[src/rtl/exc_pkg.sv]
// Shared cause encodings, FSM state codes and vector table default for the exception unit.
package exc_pkg;

    localparam logic [1:0] CAUSE_NONE = 2'b00;
    localparam logic [1:0] CAUSE_INV  = 2'b01;
    localparam logic [1:0] CAUSE_OVF  = 2'b10;
    localparam logic [1:0] CAUSE_DIV  = 2'b11;

    localparam logic [1:0] ST_IDLE = 2'd0;
    localparam logic [1:0] ST_WAIT = 2'd1;
    localparam logic [1:0] ST_LOAD = 2'd2;

    localparam logic [31:0] VEC_BASE_DEF = 32'd252;

    // Fixed priority: invalid opcode beats overflow beats divide-by-zero.
    function automatic logic [1:0] pick_cause(input logic inv, input logic ovf, input logic dz);
        if (inv)      return CAUSE_INV;
        else if (ovf) return CAUSE_OVF;
        else if (dz)  return CAUSE_DIV;
        else          return CAUSE_NONE;
    endfunction

endpackage

[src/rtl/exception_unit_if.sv]
// Bundle between the control path / memory port and the exception unit.
interface exception_unit_if;

    logic        check_en;
    logic        invalid_opcode_in;
    logic        overflow_in;
    logic        div_by_zero_in;
    logic [31:0] pc_in;
    logic [31:0] mem_data_in;
    logic        busy;
    logic        mem_sel;
    logic [31:0] mem_addr;
    logic        pc_load;
    logic [31:0] pc_value;
    logic [31:0] epc_out;
    logic [1:0]  cause_out;

    modport master (
        output check_en, invalid_opcode_in, overflow_in, div_by_zero_in, pc_in, mem_data_in,
        input  busy, mem_sel, mem_addr, pc_load, pc_value, epc_out, cause_out
    );

    modport slave (
        input  check_en, invalid_opcode_in, overflow_in, div_by_zero_in, pc_in, mem_data_in,
        output busy, mem_sel, mem_addr, pc_load, pc_value, epc_out, cause_out
    );

endinterface

[src/rtl/exc_byte_select.sv]
// Combinational 32->8 byte lane mux; lane chosen by the low two address bits.
module exc_byte_select (
    input  logic [31:0] word_i,
    input  logic [1:0]  sel_i,
    output logic [7:0]  byte_o
);

    always_comb begin
        byte_o = word_i[7:0];
        case (sel_i)
            2'b00: byte_o = word_i[7:0];
            2'b01: byte_o = word_i[15:8];
            2'b10: byte_o = word_i[23:16];
            2'b11: byte_o = word_i[31:24];
            default: byte_o = word_i[7:0];
        endcase
    end

endmodule

[src/rtl/exception_unit.sv]
// Exception sequencer: latches cause/EPC, reads a vector byte after MEM_WAIT cycles, strobes pc_load.
// Latency request edge -> pc_load is MEM_WAIT+1 cycles; requests while busy are dropped, not queued.
module exception_unit
    import exc_pkg::*;
#(
    parameter int          MEM_WAIT = 2,
    parameter logic [31:0] VEC_BASE = VEC_BASE_DEF
) (
    input  logic             clk,
    input  logic             reset,
    exception_unit_if.slave  eu
);

    localparam logic [3:0] LAST_CNT = 4'(MEM_WAIT - 1);

    logic [1:0]  state_q, state_d;
    logic [1:0]  cause_q, cause_d;
    logic [3:0]  cnt_q, cnt_d;
    logic [31:0] epc_q, epc_d;
    logic [7:0]  byte_q, byte_d;
    logic [7:0]  lane_byte;
    logic [31:0] vec_addr;
    logic        any_req;

    assign any_req  = eu.invalid_opcode_in | eu.overflow_in | eu.div_by_zero_in;
    assign vec_addr = VEC_BASE + {30'd0, cause_q};

    exc_byte_select u_byte_sel (
        .word_i (eu.mem_data_in),
        .sel_i  (vec_addr[1:0]),
        .byte_o (lane_byte)
    );

    always_comb begin
        state_d = state_q;
        cause_d = cause_q;
        cnt_d   = cnt_q;
        epc_d   = epc_q;
        byte_d  = byte_q;
        case (state_q)
            ST_IDLE: begin
                if (eu.check_en && any_req) begin
                    cause_d = pick_cause(eu.invalid_opcode_in, eu.overflow_in, eu.div_by_zero_in);
                    epc_d   = eu.pc_in - 32'd4;
                    cnt_d   = 4'd0;
                    state_d = ST_WAIT;
                end
            end
            ST_WAIT: begin
                cnt_d = cnt_q + 4'd1;
                if (cnt_q == LAST_CNT) begin
                    byte_d  = lane_byte;
                    state_d = ST_LOAD;
                end
            end
            ST_LOAD: state_d = ST_IDLE;
            default: state_d = ST_IDLE;
        endcase
    end

    always_ff @(posedge clk or negedge reset) begin
        if (!reset) begin
            state_q <= ST_IDLE;
            cause_q <= CAUSE_NONE;
            cnt_q   <= 4'd0;
            epc_q   <= 32'd0;
            byte_q  <= 8'd0;
        end else begin
            state_q <= state_d;
            cause_q <= cause_d;
            cnt_q   <= cnt_d;
            epc_q   <= epc_d;
            byte_q  <= byte_d;
        end
    end

    // Outputs decode straight from state so an async reset clears them within the same cycle.
    assign eu.busy      = (state_q != ST_IDLE);
    assign eu.mem_sel   = (state_q == ST_WAIT);
    assign eu.mem_addr  = eu.mem_sel ? vec_addr : 32'd0;
    assign eu.pc_load   = (state_q == ST_LOAD);
    assign eu.pc_value  = eu.pc_load ? {24'd0, byte_q} : 32'd0;
    assign eu.epc_out   = epc_q;
    assign eu.cause_out = cause_q;

endmodule

[src/flat_wrapper.sv]
// flat-port wrapper written by rule: the top's interface ports become plain ports
module exception_unit_flat import exc_pkg::*;
#(
    parameter int          MEM_WAIT = 2,
    parameter logic [31:0] VEC_BASE = VEC_BASE_DEF
)
  (clk, reset, eu_check_en, eu_invalid_opcode_in, eu_overflow_in, eu_div_by_zero_in, eu_pc_in, eu_mem_data_in, eu_busy, eu_mem_sel, eu_mem_addr, eu_pc_load, eu_pc_value, eu_epc_out, eu_cause_out);
  exception_unit_if eu_i ();
  input  logic clk;
  input  logic reset;
  input wire logic [$bits(eu_i.check_en)-1:0] eu_check_en;
  input wire logic [$bits(eu_i.invalid_opcode_in)-1:0] eu_invalid_opcode_in;
  input wire logic [$bits(eu_i.overflow_in)-1:0] eu_overflow_in;
  input wire logic [$bits(eu_i.div_by_zero_in)-1:0] eu_div_by_zero_in;
  input wire logic [$bits(eu_i.pc_in)-1:0] eu_pc_in;
  input wire logic [$bits(eu_i.mem_data_in)-1:0] eu_mem_data_in;
  output wire logic [$bits(eu_i.busy)-1:0] eu_busy;
  output wire logic [$bits(eu_i.mem_sel)-1:0] eu_mem_sel;
  output wire logic [$bits(eu_i.mem_addr)-1:0] eu_mem_addr;
  output wire logic [$bits(eu_i.pc_load)-1:0] eu_pc_load;
  output wire logic [$bits(eu_i.pc_value)-1:0] eu_pc_value;
  output wire logic [$bits(eu_i.epc_out)-1:0] eu_epc_out;
  output wire logic [$bits(eu_i.cause_out)-1:0] eu_cause_out;
  assign eu_i.check_en = eu_check_en;
  assign eu_i.invalid_opcode_in = eu_invalid_opcode_in;
  assign eu_i.overflow_in = eu_overflow_in;
  assign eu_i.div_by_zero_in = eu_div_by_zero_in;
  assign eu_i.pc_in = eu_pc_in;
  assign eu_i.mem_data_in = eu_mem_data_in;
  assign eu_busy = eu_i.busy;
  assign eu_mem_sel = eu_i.mem_sel;
  assign eu_mem_addr = eu_i.mem_addr;
  assign eu_pc_load = eu_i.pc_load;
  assign eu_pc_value = eu_i.pc_value;
  assign eu_epc_out = eu_i.epc_out;
  assign eu_cause_out = eu_i.cause_out;
  exception_unit #(.MEM_WAIT(MEM_WAIT), .VEC_BASE(VEC_BASE)) u_core (.clk(clk), .reset(reset), .eu(eu_i));
endmodule
[config.mk]
export PLATFORM = sky130hd
export DESIGN_NAME = exception_unit_flat
export DESIGN_NICKNAME = d
export VERILOG_FILES = /design/src/rtl/exc_pkg.sv /design/src/rtl/exception_unit_if.sv /design/src/rtl/exc_byte_select.sv /design/src/rtl/exception_unit.sv /design/src/flat_wrapper.sv
export SDC_FILE = /design/constraint.sdc
export NUM_CORES = 1
export LEC_CHECK = 0
export ABC_AREA = 1
export CORE_MARGIN = 5
export CORE_UTILIZATION = 37
export CTS_BUF_LIST = sky130_fd_sc_hd__clkbuf_4 sky130_fd_sc_hd__clkbuf_8 sky130_fd_sc_hd__clkbuf_16
export CTS_CLUSTER_SIZE = 10
export DETAILED_ROUTE_END_ITERATION = 10
export MAX_ROUTING_LAYER = met4
export PLACE_DENSITY = 0.78
export SYNTH_ARGS = -nofsm -noshare
export SYNTH_HDL_FRONTEND = slang
export SYNTH_SLANG_ARGS = --single-unit
export TNS_END_PERCENT = 50
[constraint.sdc]
create_clock -name clk -period 1.3 [get_ports clk]
set_input_delay 0.195 -clock clk [delete_from_list [all_inputs] [get_ports clk]]
set_output_delay 0.195 -clock clk [all_outputs]
set_load 0.005 [all_outputs]
==> flow_results.org <==
** Logic synthesis
- Number of distinct standard cells referenced by the synthesized netlist :: 28
- In this run the mean area of a mapped cell was 7.04 um2.
- Dominant cell by count in the synthesized netlist :: sky130_fd_sc_hd__nand2_1
- By count the netlist is led by 133 x sky130_fd_sc_hd__nand2_1, 78 x sky130_fd_sc_hd__nor2_1, 55 x sky130_fd_sc_hd__buf_4.
- Share of flip-flops with an asynchronous set or reset :: 1.00
- Register area share after synthesis :: 0.359
- Fraction of synthesized cell area taken by the top area cell type :: 0.359
- Post-synth design cell area :: 0.00334 mm2
- Synth area leaders :: sky130_fd_sc_hd__dfrtp_1 36%, sky130_fd_sc_hd__nand2_1 15%, sky130_fd_sc_hd__buf_4 12%, sky130_fd_sc_hd__nor2_1 8.8%, sky130_fd_sc_hd__inv_1 4.5%
- Post-synth EDFFs :: 0
- Number of flip-flops and latches in the synthesized netlist :: 48
- For this run, the number of Yosys warnings is 0.
- Flip-flop cell with the highest count after synthesis :: sky130_fd_sc_hd__dfrtp_1
- Synthesis handed over a netlist of 475 instances.
- Top cell type by total area after synthesis :: sky130_fd_sc_hd__dfrtp_1

** Global route
- Vias in the first global route :: 3,773
- Global-route usage over all layers :: 0.212
- The total overflow left after global routing is 0.
- Number of antenna violations at the first check in global routing :: 0
- Global-route wire length before repair :: 18,600 um
- Entering global routing, the biggest net connects 49 pins.

** STA
- Part of the cycle the worst path needs :: 1.19
- Unrepaired setup endpoints after global routing :: true
- Fin crit period :: 1.55 ns
- In the post-route analysis, the smallest setup slack over all paths is -0.253 ns.
- The hold violation count in the final report came to 0.
- The total count of max-transition violations in the final report was 0.
- Clock tree skew after final layout :: 0.0108 ns
- Setup violations remaining at the end of the flow were counted as 66.
- Sum of negative setup slack :: -10.39 ns
- For this run, the top clock speed supported by timing is 0.644 GHz.

** Worst setup path
- Setup slack, reg-to-reg :: -0.22 ns
- Highest net fanout along the worst path :: 6
- On the critical path, the stage with the largest delay is an instance of sky130_fd_sc_hd__dfrtp_2.
- The cell family contributing the most delay on the critical path is flip-flops.
- The worst register-to-register path ends at u_core.eu.epc_out[7].
- Data required, critical path :: 1.11 ns
- Cell-by-cell trace of the critical path :: nor2_4 > inv_4 > buf_6 > buf_6 > nor2_2 > buf_2
- CP startpoint kind :: flip-flop
- The worst setup path is captured at an output port.
- Data on the critical path arrives at its endpoint at 1.36 ns.
- Crit-path most repeated cell :: sky130_fd_sc_hd__buf_6
- Together, buffers and inverters on the worst path number 4.
- In this run the critical register-to-register path is launched from u_core.state_q[1].
- The worst register-to-register path has a depth of 7.
- Slowest stage delay, CP :: 0.44 ns
- Worst Path Class, Setup :: flip-flop to output port

** Clock network
- Clock net sink count :: 48
- Maximum level of the CTS H-tree :: 2
- At the later pin of the worst-skew pair, clock insertion delay measures 0.30 ns.
- Buffers from clock root to sink, at most :: 2
- Number of buffers created by CTS :: 5
- Clock tree synthesis selected as its root buffer the cell sky130_fd_sc_hd__clkbuf_8.
- Clock-pin slew on the worst setup and hold paths :: 0.10 ns
- TritonCTS built the clock tree.

** Placement
- Instance area at placement :: 0.00495 mm2
- In this run the tool buffered the top-level ports with 122 buffer cells.
- Placed wire-length estimate after detailed placement :: 8670 um
- Weighted congestion reported at the end of routability-driven placement :: 0.967
- Post-placement worst setup slack :: -0.414 ns

** Floorplan
- In this run the core area contains 34 standard-cell rows.
- The die is 105 um wide.
- Pin placement for this block handled 171 I/O pins.
- Die Footprint :: 0.0110 mm2
- For this configuration, the core starts out at a cell density of 0.381.
- The floorplan step defined a core boundary enclosing 0.00876 mm2.
- The die is 105 um tall.

** Power
- For this design the static power due to leakage is 2.70 nW.
- Across the VDD grid, the largest voltage drop is 723 uV.
- Power per standard cell area :: 1720 mW/mm2
- Post-layout power :: 0.00958 W

** Hold path
- Path type of the worst min-delay path :: input port to asynchronous set/reset pin

** Route
- After detailed routing, the number of remaining DRC violations is 0.
- Initial DRC count :: 173
- Remaining antenna violation count after routing :: 0
- Count of vias placed by the detailed router :: 3,731
- The routed design has 11,700 um of wire.
- Number of iterations in the first detailed-routing pass :: 5
- Avg WL per Cell :: 14.8 um
- Using the TritonRoute via totals, the vias-per-cell ratio works out to 4.73.

** Cells and area
- After routing the design area is 0.00555 mm2.
- Layout cells sized above 1 :: 0.261
- Layout Area Growth over Synthesis :: 66.2%
- Antenna Diode Count :: 0
- Layout net count :: 754

** Outcome
- Result of the run :: complete, but fails checks
- Violated checks :: negative setup slack

** Flow run
- Across the run, the number of max-cap violations was 0.
## kinds of logic after synthesis
family | after synthesis | synth area share
simple gates | 249 | 0.304
buf+inv | 103 | 0.189
compound gates | 62 | 0.111
flops | 48 | 0.359
xor+xnor | 9 | 0.0236
fa+ha+maj | 3 | 0.0112
other cells | 1 | 0.00112
## sequential cells by signal (all words and copies together), names as in the netlist
| signal | cells |
|---|---|
| u_core.cnt_q | 4 |
| u_core.eu.epc_out | 32 |
| u_core.eu.cause_out | 2 |
| u_core.state_q | 2 |
| u_core.byte_q | 8 |
## layout by cell type (no fill, tap or decap), types with 3 or more instances in the layout
cell type                         count
sky130_fd_sc_hd__nand2_1            126
sky130_fd_sc_hd__clkdlybuf4s50_1     68
sky130_fd_sc_hd__buf_4               68
sky130_fd_sc_hd__nor2_1              65
sky130_fd_sc_hd__conb_1              48
sky130_fd_sc_hd__dfrtp_1             47
sky130_fd_sc_hd__inv_1               36
sky130_fd_sc_hd__dlygate4sd2_1       32
sky130_fd_sc_hd__buf_6               18
sky130_fd_sc_hd__nand3_1             16
sky130_fd_sc_hd__o21ai_1             13
sky130_fd_sc_hd__nor2_2              12
sky130_fd_sc_hd__buf_2               11
sky130_fd_sc_hd__a21oi_1             10
sky130_fd_sc_hd__nor2_4               7
sky130_fd_sc_hd__a21oi_2              7
sky130_fd_sc_hd__nand2_2              7
sky130_fd_sc_hd__o21bai_1             7
sky130_fd_sc_hd__o21ai_0              6
sky130_fd_sc_hd__o21ai_2              6
sky130_fd_sc_hd__nand4_1              6
sky130_fd_sc_hd__xor2_1               6
sky130_fd_sc_hd__nand3_2              5
sky130_fd_sc_hd__clkbuf_8             5
sky130_fd_sc_hd__buf_12               5
sky130_fd_sc_hd__a211oi_2             4
sky130_fd_sc_hd__a31oi_1              4
sky130_fd_sc_hd__xnor2_1              3
sky130_fd_sc_hd__ha_1                 3
sky130_fd_sc_hd__buf_16               3
sky130_fd_sc_hd__clkbuf_16            3
sky130_fd_sc_hd__clkdlybuf4s15_1      3
## metal layers
metal | part of all wire | track usage | vias to the layer above
met5 | 0 | - | -
met4 | 0.021 | 0.0648 | 0
met3 | 0.070 | 0.0438 | 19
met2 | 0.51 | 0.375 | 166
met1 | 0.40 | 0.238 | 1732
li1 | - | - | 1814
## timing repair
item                                   in CTS  in global routing
endpoints found under the hold margin      48                  0
pin swaps                                  15                 10
buffers inserted                           18                  3
hold buffers                                1                  0
gates cloned                                3                  3
setup endpoints to repair                  93                 68
resized for setup                         170                 33
## worst max-delay path by stage
stage / from / depth (start not counted) / end
floorplan: u_core.cnt_q[1] / 8 / u_core.byte_q[1]
global placement: eu_pc_in[15] / 10 / u_core.eu.epc_out[27]
detailed placement: eu_pc_in[11] / 9 / u_core.eu.epc_out[28]
CTS: u_core.state_q[0] / 6 / eu_pc_value[7]
global route: u_core.state_q[0] / 6 / eu_pc_value[7]
finish: u_core.state_q[0] / 6 / eu_pc_value[7]
## power breakdown
group	leakage (nW)	total, W	switching (W)	internal (W)
combinational	2.07	0.00607	0.00281	0.00325
clock	0.0445	0.000890	0.000501	0.000388
sequential	0.579	0.00262	0.000406	0.00222
total	2.70	0.00958	0.00372	0.00586
## worst register-to-register path: cells and delay by family, from the launching register on
kind / cells / cell delay, ns
buf+inv: 2 / 0.29
simple gates: 3 / 0.51
compound gates: 2 / 0.21
flops: 1 / 0.39
## area by class of cell
class	count	area [um2]
Fill cell	781	3210
Multi-Input combinational cell	371	1900
Clock buffer	6	76.3
Tap cell	108	135
Sequential cell	48	1200
Timing Repair Buffer	214	2060
Clock inverter	1	5.00
Inverter	41	176
## stage by stage
step / util / hold slack [ns] / std cells
floorplan: - / -0.101 / 522
global placement: 0.565 / 0.199 / 755
detailed placement: 0.565 / 0.211 / 755
CTS: 0.611 / 0.427 / 784
global route: 0.634 / 0.446 / 789
finish: 0.634 / 0.415 / 789
(Power assumes the default switching activity.)
